### config.mk
export PLATFORM = sky130hd
export DESIGN_NAME = memory_access_unit
export DESIGN_NICKNAME = d
export VERILOG_FILES = /design/src/rtl/memory_access_unit.sv
export SDC_FILE = /design/constraint.sdc
export NUM_CORES = 1
export LEC_CHECK = 0
export BUFFER_PORTS_ARGS = -buffer_cell sky130_fd_sc_hd__buf_2
export CORE_ASPECT_RATIO = 0.6
export CORE_UTILIZATION = 30
export CTS_CLUSTER_SIZE = 14
export DETAILED_ROUTE_END_ITERATION = 6
export GPL_ROUTABILITY_DRIVEN = 0
export HOLD_SLACK_MARGIN = 0.15
export PLACE_DENSITY = 0.64
export SYNTH_ARGS = -nofsm -noshare
export SYNTH_HDL_FRONTEND = slang
export SYNTH_SLANG_ARGS = --single-unit
### constraint.sdc
create_clock -name clock -period 9.55 [get_ports clock]
set_input_delay 1.4325 -clock clock [delete_from_list [all_inputs] [get_ports clock]]
set_output_delay 1.4325 -clock clock [all_outputs]
set_load 0.01 [all_outputs]
### src/rtl/memory_access_unit.sv
// Memory-access pipeline stage: ALU results pass straight through, while a load
// or store holds the pipe with stall until the data memory acknowledges or times out.

package architecture_pkg;
   localparam int DATA_SIZE  = 32;
   localparam int GPR_SIZE   = 5;
   localparam int OP_WB_SIZE = 2;

   localparam logic [OP_WB_SIZE-1:0] WB_NONE     = 2'd0;
   localparam logic [OP_WB_SIZE-1:0] WB_REGISTER = 2'd1;
   localparam logic [OP_WB_SIZE-1:0] WB_MEMORY   = 2'd2;

   localparam logic [1:0] MEM_OP_NONE  = 2'b00;
   localparam logic [1:0] MEM_OP_LOAD  = 2'b01;
   localparam logic [1:0] MEM_OP_STORE = 2'b10;
endpackage

module memory_access_unit
   import architecture_pkg::*;
#(
   parameter int TIMEOUT_CYCLES = 255
) (
   input  logic                  clock,
   input  logic                  reset,
   input  logic                  valid_in,
   input  logic [1:0]            mem_op,
   input  logic [DATA_SIZE-1:0]  result_in,
   input  logic [DATA_SIZE-1:0]  store_data,
   input  logic [GPR_SIZE-1:0]   destination_in,
   input  logic [OP_WB_SIZE-1:0] writeback_in,
   output logic                  stall,
   output logic                  mem_req,
   output logic                  mem_we,
   output logic [DATA_SIZE-1:0]  mem_addr,
   output logic [DATA_SIZE-1:0]  mem_wdata,
   input  logic                  mem_ack,
   input  logic [DATA_SIZE-1:0]  mem_rdata,
   output logic [DATA_SIZE-1:0]  result,
   output logic [DATA_SIZE-1:0]  data_in,
   output logic [GPR_SIZE-1:0]   destination,
   output logic [OP_WB_SIZE-1:0] writeback,
   output logic                  mem_error
);

   typedef enum logic {
      IDLE,
      ACCESS
   } state_t;

   localparam logic [7:0] TIMEOUT_LIMIT = 8'(TIMEOUT_CYCLES);

   state_t                  state;
   logic [7:0]              timeout_count;
   logic [DATA_SIZE-1:0]    held_addr;
   logic [GPR_SIZE-1:0]     held_destination;
   logic [OP_WB_SIZE-1:0]   held_writeback;
   logic                    held_is_store;

   logic is_load;
   logic is_store;

   // Reserved encoding 11 decodes as neither, so it flows through as an ALU op.
   assign is_load  = (mem_op == MEM_OP_LOAD);
   assign is_store = (mem_op == MEM_OP_STORE);

   // Combinational so upstream sees the release in the same cycle state returns to IDLE.
   assign stall = (state == ACCESS);

   always_ff @(posedge clock or posedge reset) begin
      if (reset) begin
         state            <= IDLE;
         timeout_count    <= '0;
         held_addr        <= '0;
         held_destination <= '0;
         held_writeback   <= WB_NONE;
         held_is_store    <= 1'b0;
         mem_req          <= 1'b0;
         mem_we           <= 1'b0;
         mem_addr         <= '0;
         mem_wdata        <= '0;
         mem_error        <= 1'b0;
         result           <= '0;
         data_in          <= '0;
         destination      <= '0;
         writeback        <= WB_NONE;
      end else begin
         // NOTE: non-blocking assignments, so these bubble defaults are simply
         // overridden by any later assignment below and all reads see pre-edge values.
         mem_error   <= 1'b0;
         result      <= '0;
         data_in     <= '0;
         destination <= '0;
         writeback   <= WB_NONE;

         case (state)
            IDLE: begin
               if (valid_in && (is_load || is_store)) begin
                  held_addr        <= result_in;
                  held_destination <= destination_in;
                  held_writeback   <= writeback_in;
                  held_is_store    <= is_store;
                  mem_req          <= 1'b1;
                  mem_we           <= is_store;
                  mem_addr         <= result_in;
                  mem_wdata        <= is_store ? store_data : '0;
                  timeout_count    <= '0;
                  state            <= ACCESS;
               end else if (valid_in) begin
                  result      <= result_in;
                  destination <= destination_in;
                  writeback   <= writeback_in;
               end
            end

            ACCESS: begin
               if (mem_ack) begin
                  mem_req   <= 1'b0;
                  mem_we    <= 1'b0;
                  mem_addr  <= '0;
                  mem_wdata <= '0;
                  state     <= IDLE;
                  if (!held_is_store) begin
                     result      <= held_addr;
                     data_in     <= mem_rdata;
                     destination <= held_destination;
                     writeback   <= held_writeback;
                  end
               end else if (timeout_count == TIMEOUT_LIMIT) begin
                  // Abort: drop the request and flag it; the instruction is lost.
                  mem_req   <= 1'b0;
                  mem_we    <= 1'b0;
                  mem_addr  <= '0;
                  mem_wdata <= '0;
                  mem_error <= 1'b1;
                  state     <= IDLE;
               end else begin
                  timeout_count <= timeout_count + 8'd1;
               end
            end

            default: state <= IDLE;
         endcase
      end
   end

endmodule
# [Word-level counts from Yosys, hierarchy flattened]
# Index checks and enable logic that the tools add are counted.
# W data, S select, Z words.
[word_totals] elab_cells=71 ff_bits=187 output_inout_bits=139 inputBits=109
[op_classes] n_mux=42 reduce_logical=5 bitwise_logic=1 add_sub_neg=1 n_eq_ne=7
[op_table] operator="$mux W32" count=12
[op_table] operator="$pmux W32 S2" count=3
[op_table] operator="$mux W8" count=3
[op_table] operator="$mux W5" count=4
[op_table] operator="$pmux W8 S2" count=1
[op_table] operator="$mux W1" count=10
[op_table] operator="$pmux W5 S2" count=1
[op_table] operator="$add A8 B1 Y8 const B" count=1
[op_table] operator="$eq A8 B8 Y1 const B" count=1
[op_table] operator="$mux W2" count=4
[op_table] operator="$ne A2 B2 Y1 const B" count=3
[op_table] operator="$pmux W1 S2" count=3
[op_table] operator="$pmux W2 S2" count=1
[op_table] operator="$reduce_and A2 Y1" count=2
[op_table] operator="$ne A3 B2 Y1 const B" count=1
[op_table] operator="$reduce_and A3 Y1" count=1
[op_table] operator="$eq A2 B1 Y1 const B" count=1
[op_table] operator="$eq A2 B2 Y1 const B" count=1
[op_table] operator="$logic_and A1 B1 Y1" count=1
[op_table] operator="$logic_or A1 B1 Y1" count=1
[op_table] operator="$not A1 Y1" count=1

# [Logic depth before layout (Yosys ltp)]
# Gate-level depths: netlist of run 1.
[logic_depth] ltp_word=5 depth_mapped=8 ltp_nobuf=7

# [Worst setup path after synthesis of run 1]
# No wires, ideal clock.
[synth_timing] kind="input-to-reg" startpoint="in mem_op[0]" endpoint="reg timeout_count[7]" arrival_ps=2651 setup_time_ps=126 n_path_buf=1 required_ps=9424 setup_slack_ps=6773 cell_stages=7 path_cell_list="inv_1 ha_1 nand2b_1 nor2_1 buf_2 nor2_8 a221o_1"
[synth_between] elab_chain_cells=5 elab_cells_between_ends=6 classes_between="eq/ne: 3; reduce/logical: 3"
[synth_rtl] element="start: declaration" line_no="26" source="input logic [1:0] mem_op,"
[synth_rtl] element="$eq A2 B1 Y1 or $eq A2 B2 Y1 (tied branches)" line_no="63, 64"
[synth_rtl] element="$logic_or A1 B1 Y1 *" line_no="97" source="if (valid_in && (is_load || is_store)) begin"
[synth_rtl] element="$logic_and A1 B1 Y1 *" line_no="97"
[synth_rtl] element="$ne A2 B2 Y1 (no source line) *"
[synth_rtl] element="$reduce_and A3 Y1 (no source line) *"
[synth_rtl] element="end signal: assignment" line_no="137" source="timeout_count <= timeout_count + 8'd1;"
[synth_rtl] element="end: declaration" line_no="53" source="logic [7:0] timeout_count;"
# Mark *: on every way between the ends. The rest lies on a longest branch, timed or not.
# A chain may end at the register's enable or synchronous reset.

# [Final worst setup path of run 1]
[layout_timing] startpoint="in mem_op[0]" endpoint="reg mem_wdata[22]"
[layout_between] elab_chain_cells=5 elab_cells_between_ends=9 classes_between="eq/ne: 3; mux: 3; reduce/logical: 3"
[layout_rtl] element="$eq A2 B1 Y1 or $eq A2 B2 Y1 (tied branches)" line_no="63, 64"
[layout_rtl] element="$logic_or A1 B1 Y1" line_no="97"
[layout_rtl] element="$logic_and A1 B1 Y1" line_no="97"
[layout_rtl] element="$ne A2 B2 Y1 (no source line)"
[layout_rtl] element="$reduce_and A2 Y1 (no source line)"
[layout_rtl] element="end signal: assignment" line_no="105" source="mem_wdata <= is_store ? store_data : '0;"
[layout_rtl] element="end: declaration" line_no="35" source="output logic [DATA_SIZE-1:0] mem_wdata,"
# Parallel ways exist; a longest one is shown, timed or not. The select of a mux whose other input is x is not followed.

==> run metrics, run 1 <==
status=complete, no violations; Multi-input gate area=1919 um^2; final core occ=39.82%; ys flop type=dfrtp_1; initial antenna violation count=1; num rows=42; number of library cell types mapped by synthesis=30; Final Power=1.957 mW; Synth Instances=526; Critical Path Start Type=primary input; gr ovfl total=0; Die Area=23280 um^2; ys async rst share=100.0%; Cell Pwr Density=222.1 nW/um^2; number of synthesized flops with an enable pin=0; Setup Viol. Count Final=0; total of max-cap violations=0; largest net degree at the start of global routing=116; Hold Fails Final Rpt=0; Ys Warns=0; Post-route DRC=0; 1st-iter DRT viols=215; post-synth top area cell=dfrtp_1; sequential element share of the synthesized area=68.85%; CP endpoint kind=flip-flop; total clock sinks=187; min Tclk post-route=3.275 ns; Reg clk slew, reported paths=0.07 ns; Root Driver=clkbuf_16; Peak supply drop=0.0001177 V; sequential cell area=4679 um^2; Hold WS=0.4740 ns; post-route ant nets=0; final critical-path share of the clock period=34.29%; worst slack, placed=5.829 ns; RSZ-0062 raised after global routing=no; Layout area overhead=29.62%; post-synth top area share=68.85%; Routed WL=16940 um; Fin Setup TNS=0 ns; Pleak=4.877 nW; Slew headroom=11.29%; Final Max Tran Viols=0; FILL cells=2139; CTS tree=built; drt pass-1 iters=4; crit path DAT=3.59 ns; PnR worst setup slack=6.275 ns; Synth Area per Inst=12.92 um^2; clock latency on the worst-skew pair=0.43 ns; CTS Buffer Depth=2; synthesized area=6797 um^2; first-pass GRT wire length=26770 um; Post-CTS Setup Bufs=0; DR vias/cell=4.497; H-Tree Level Count=4; CORE AREA=22120 um^2; Max Clock Freq=305.3 MHz; list of most frequent post-synthesis cells=dfrtp_1 (187), nand2_1 (119), a22o_1 (108); Least-Margin Pin Slew=1.331 ns; Nets=870; vias in the first global route=4657; Setup CP Type=in2reg; Critical Path RT=9.87 ns; CP max FO=74; post-synth net total=637; Die Height=118.6 um; Tot GR Track Use=15.18%; CTS resizes=0; most common cell in the netlist=dfrtp_1; WL/cell=15.67 um; DPL Wire Length=10840 um; vias post-DR=4861; #FFs+latches synth=187; Die Wd=196.3 um; Area contributors post-synth=dfrtp_1 (69%), a22o_1 (14%), nand2_1 (6.6%), and2_1 (3.0%), buf_2 (1.5%); Worst Hold Class=reg2reg; Clock Skew=0.005930 ns; total I/O pin count=248; Initial Util=30.72%; layout cells sized above 1=38.60%; Post-CTS Hold Buffers=0; I/O Buffers=247; number of CTS-inserted buffers=17
## kinds of logic (layout without fill, tap and decap cells)
| group | after synthesis | after routing | synth area share (%) |
|---|---|---|---|
| flops | 187 | 187 | 68.85 |
| simple gates | 172 | 172 | 11.45 |
| mux | 4 | 4 | 0.6627 |
| buf+inv | 41 | 287 | 3.314 |
| fa+ha+maj | 2 | 2 | 0.3681 |
| compound gates | 120 | 120 | 15.35 |
| other cells | 0 | 1 | 0 |
## layout by cell type (no fill, tap or decap), drive strengths merged
| cell | instances |
|---|---|
| buf | 251 |
| dfrtp | 187 |
| nand2 | 119 |
| a22o | 108 |
| and2 | 33 |
| clkbuf | 18 |
| clkinv | 10 |
| nor2 | 7 |
| inv | 7 |
| a21o | 4 |
| mux2 | 4 |
| nand3 | 3 |
| nand2b | 2 |
| nand4 | 2 |
| nor3 | 2 |
| ha | 2 |
| a21oi | 2 |
| or2 | 2 |
| diode | 1 |
| o21bai | 1 |
| and3b | 1 |
| o21ba | 1 |
| o21a | 1 |
| nor4 | 1 |
| a221o | 1 |
| a31oi | 1 |
| a211oi | 1 |
| clkinvlp | 1 |
## final cells by class
type,count,share of cell area [%]
inverters,4,0.2556
clock inverters,14,1.079
repair buffers,251,14.37
diodes,1,0.02841
well taps,308,4.374
flip-flops and latches,187,53.12
clock buffers,18,4.985
multi-input cells,298,21.79
## power by group
group | switching [mW] | internal (mW) | leakage (nW)
clock network | 0.313 | 0.340 | 0.270
logic | 0.182 | 0.144 | 2.13
registers | 0.0680 | 0.910 | 2.47
## per-stage QoR
stage | cell area [um^2] | std cells
floorplan | 6797 | 526
global route | 8807 | 1080
finish | 8810 | 1081
CTS | 8807 | 1080
global placement | 8273 | 1048
detailed placement | 8273 | 1048
## critical path, cell delays in order
cell	delay (ns)
buf_2	0.08
inv_1	0.03
ha_1	0.30
nand2b_1	0.21
nor2_4	0.10
buf_4	0.67
a21oi_4	0.01
buf_4	0.36
a22o_1	0.29
## sequential cells by signal (all words and copies together) (netlist names)
register and cells:
data_in 32, destination 5, held_addr 32, held_destination 5, held_is_store 1, held_writeback 2
mem_addr 32, mem_error 1, mem_req 1, mem_wdata 32, mem_we 1, result 32
stall 1, timeout_count 8, writeback 2
## layer usage
layer | share of wire, % | GRT usage, % | vias to the layer above
li1 | - | - | 2286
met1 | 49 | 22.37 | 2360
met2 | 41 | 20.23 | 205
met3 | 8.9 | 5.765 | 10
met4 | 1.0 | 4.541 | 0
met5 | 0 | 0 | -
## final timing paths
kind	startpoint	end	slack, ns	cells past startpoint
hold / removal	held_addr[6]$_DFFE_PP0P_	held_addr[6]$_DFFE_PP0P_	0.47	2
hold reg to reg	held_addr[6]$_DFFE_PP0P_	held_addr[6]$_DFFE_PP0P_	0.47	2
min in group asynchronous	reset	data_in[3]$_DFF_PP0_	1.16	2
setup / recovery	mem_op[0]	mem_wdata[22]$_DFFE_PP0P_	6.27	9
max in group asynchronous	reset	held_writeback[0]$_DFFE_PP0P_	6.94	3
setup reg to reg	stall$_DFF_PP0_	mem_wdata[22]$_DFFE_PP0P_	7.15	5
Power figures use the tool's default switching activity.
==> run 2: changes to the inputs <==
--- a/config.mk
+++ b/config.mk
@@ -12,7 +12,7 @@
 export DETAILED_ROUTE_END_ITERATION = 6
 export GPL_ROUTABILITY_DRIVEN = 0
 export HOLD_SLACK_MARGIN = 0.15
-export PLACE_DENSITY = 0.64
+export PLACE_DENSITY = 0.66
 export SYNTH_ARGS = -nofsm -noshare
 export SYNTH_HDL_FRONTEND = slang
 export SYNTH_SLANG_ARGS = --single-unit
==> constraint.sdc (replaced) <==
create_clock -name clock -period 2.77 [get_ports clock]
set_input_delay 0.4155 -clock clock [delete_from_list [all_inputs] [get_ports clock]]
set_output_delay 0.4155 -clock clock [all_outputs]
set_load 0.01 [all_outputs]
==> run 2 against run 1 <==
Flip-flop and latch count stayed put. Combinational power grew to 3.6 times the previous value. Register-to-register slack worse by 6.8 ns. First-iteration DRC count is 26% higher. Critical path depth is 3 lower. Worst setup slack worse by 5.9 ns. Count of clock-buffer cells in the layout is 1 higher. Core utilization is 0.92 points higher. Clock power grew to 4.1 times the previous value.
==> run metrics, run 2 (synthesized netlist as in run 1, its figures left out) <==
DR vias/cell=4.443 (-1.2%); total clock sinks=187 (unchanged); CP max FO=42 (-43%); vias post-DR=4843 (-0.37%); first-pass GRT wire length=27030 um (+1.0%); Multi-input gate area=1919 um^2 (unchanged); worst path cell trace=ha_1 > nand3_2 > o21bai_2 > a21oi_4 > buf_4 > a22o_1; total I/O pin count=248 (unchanged); r2r worst-path depth=6 (+1); Slowest-stage cell, CP=a21oi_4; CP peak stage delay=0.90 ns (+0.23 ns); vias in the first global route=4873 (+4.6%); CP endpoint kind=flip-flop; WHS Endpoint=data_in[30]$_DFF_PP0_; Nets=879 (+1.0%); crit path DAT=2.78 ns (-0.81 ns); final core occ=40.74% (+0.92 points); min Tclk post-route=2.411 ns; drt pass-1 iters=5 (+1); num rows=42 (unchanged); Pleak=4.970 nW (+1.9%); FILL cells=2128 (-0.51%); Tot GR Track Use=15.23% (+0.056 points); P_int=5.214 mW (+270%); post-route ant nets=0 (unchanged); 1st-iter DRT viols=270 (+26%); Post-CTS Hold Buffers=1 (+1); power share of the sequential group=46.7% (-3.3 points); initial antenna violation count=2 (+1); Peak supply drop=0.0004025 V (+240%); Hold Fails Final Rpt=0 (unchanged); CTS tree=built; Root Driver=clkbuf_16; layout cells sized above 1=39.05% (+0.45 points); Setup CP Type=reg2reg; Clock Skew=0.01021 ns (+0.004284 ns); Die Wd=196.3 um (unchanged); DPL Wire Length=11670 um (+7.6%); final critical-path share of the clock period=87.04%; most common cell after layout, fill and taps aside=buf_2; Layout area overhead=32.62%; Post-CTS Setup Bufs=0 (unchanged); combinational share of power=16.2% (-0.4 points); Least-Margin Pin Slew=1.152 ns (-0.1788 ns); Critical Path Start Type=flip-flop; placed insts=1056 (+0.76%); number of CTS-inserted buffers=17 (unchanged); largest net degree at the start of global routing=72 (-38%); Net Sw Frac=27.47% (-1.3 points); Die Area=23280 um^2 (unchanged); Hold WS=0.1870 ns (-0.2870 ns); gr ovfl total=0 (unchanged); clock power share=37.2% (+3.8 points); CTS resizes=0 (unchanged); total of max-cap violations=0 (unchanged); I/O Buffers=247 (unchanged); WL/cell=15.74 um (+0.49%); status=complete, no violations; Setup Viol. Count Final=0 (unchanged); Reg clk slew, reported paths=0.07 ns (about the same); Cell Pwr Density=797.5 nW/um^2 (+260%); r2r setup slk=0.36 ns (-6.79 ns); worst r2r src=timeout_count[0]$_DFFE_PP0P_; min-delay src=mem_rdata[30]; commonest cells after routing, fill and taps aside=buf_2 (247), dfrtp_1 (187), nand2_1 (119); H-Tree Level Count=4 (unchanged); Non-Filler Instances=1090 (+0.83%); hold path depth=2 (unchanged); Slew headroom=23.04% (+12 points); Sw Pwr=1.974 mW (+250%); RSZ-0062 raised after global routing=no; Critical Path RT=3.14 ns (-6.73 ns); Final Max Tran Viols=0 (unchanged); Worst Hold Class=in2reg; clock latency on the worst-skew pair=0.44 ns (about the same); CTS Buffer Depth=2 (unchanged); sequential cell area=4679 um^2 (unchanged); Post-route DRC=0 (unchanged); worst r2r dst=mem_addr[20]$_DFFE_PP0P_; Initial Util=30.72% (unchanged); Die Height=118.6 um (unchanged); Max Clock Freq=414.7 MHz; Routed WL=17160 um (+1.3%); CORE AREA=22120 um^2 (unchanged)
==> run 2: cell types whose count changed in the layout (fill, tap and decap cells not counted) <==
cell,change
clkinv_2,-7
buf_4,+6
bufinv_16,+4
buf_12,+2
clkbuf_1,+1
clkinv_4,+1
dlygate4sd3_1,+1
inv_8,+1
==> run 2: through the flow <==
| step | power [mW] | area [um^2] | setup slack, ns | TNS, ns |
|---|---|---|---|---|
| after global placement | 4.561 | 8354 | 0.2429 | 0 |
| final | 7.189 | 9014 | 0.3589 | 0 |
| after global routing | 7.562 | 9011 | 0.1619 | 0 |
| after floorplan | 4.071 | 6800 | -0.05200 | -9.724 |
| after CTS | 7.299 | 9011 | 0.3256 | 0 |
| after detailed placement | 4.586 | 8354 | 0.2090 | 0 |
==> run 2: area by class of cell <==
type | instances | share of cell area (%)
Antenna cell | 1 | 0.02776
Clock buffer | 19 | 4.914
Clock inverter | 13 | 2.263
Inverter | 4 | 0.2082
Multi-Input combinational cell | 298 | 21.29
Sequential cell | 187 | 51.92
Tap cell | 308 | 4.275
Timing Repair Buffer | 260 | 15.10
==> run 2: metal layers <==
layer / GRT usage, % / part of all wire (%)
met1: 20.64 / 47
met2: 22.12 / 42
met3: 6.164 / 9.4
met4: 4.736 / 0.86
met5: 0 / 0.076
==> run 2: how the worst max path moves through the flow <==
stage	start	endpoint	slack [ns]	cells past startpoint
after global routing	timeout_count[0]$_DFFE_PP0P_	mem_addr[7]$_DFFE_PP0P_	0.16	6
final	timeout_count[0]$_DFFE_PP0P_	mem_addr[20]$_DFFE_PP0P_	0.36	6
after floorplan	reset	data_in[0]$_DFF_PP0_	-0.05	1
after detailed placement	mem_op[0]	mem_addr[20]$_DFFE_PP0P_	0.21	8
after global placement	mem_op[0]	mem_addr[20]$_DFFE_PP0P_	0.24	8
after CTS	timeout_count[0]$_DFFE_PP0P_	mem_addr[20]$_DFFE_PP0P_	0.33	6
==> run 2: power by group through the flow <==
| stage | Combinational (mW) | Clock [mW] | Sequential, mW |
|---|---|---|---|
| floorplan | 0.578 | 0 | 3.49 |
| global placement | 1.16 | 0 | 3.40 |
| detailed placement | 1.19 | 0 | 3.40 |
| CTS | 1.19 | 2.76 | 3.36 |
| global route | 1.30 | 2.86 | 3.41 |
| finish | 1.16 | 2.67 | 3.35 |
==> run 2: critical path: cells and delay by family (launching register included) <==
family,cells,cell delay (ns)
compound gates,3,1.17
fa+ha+maj,1,0.25
buf+inv,1,0.36
flops,1,0.42
simple gates,1,0.14
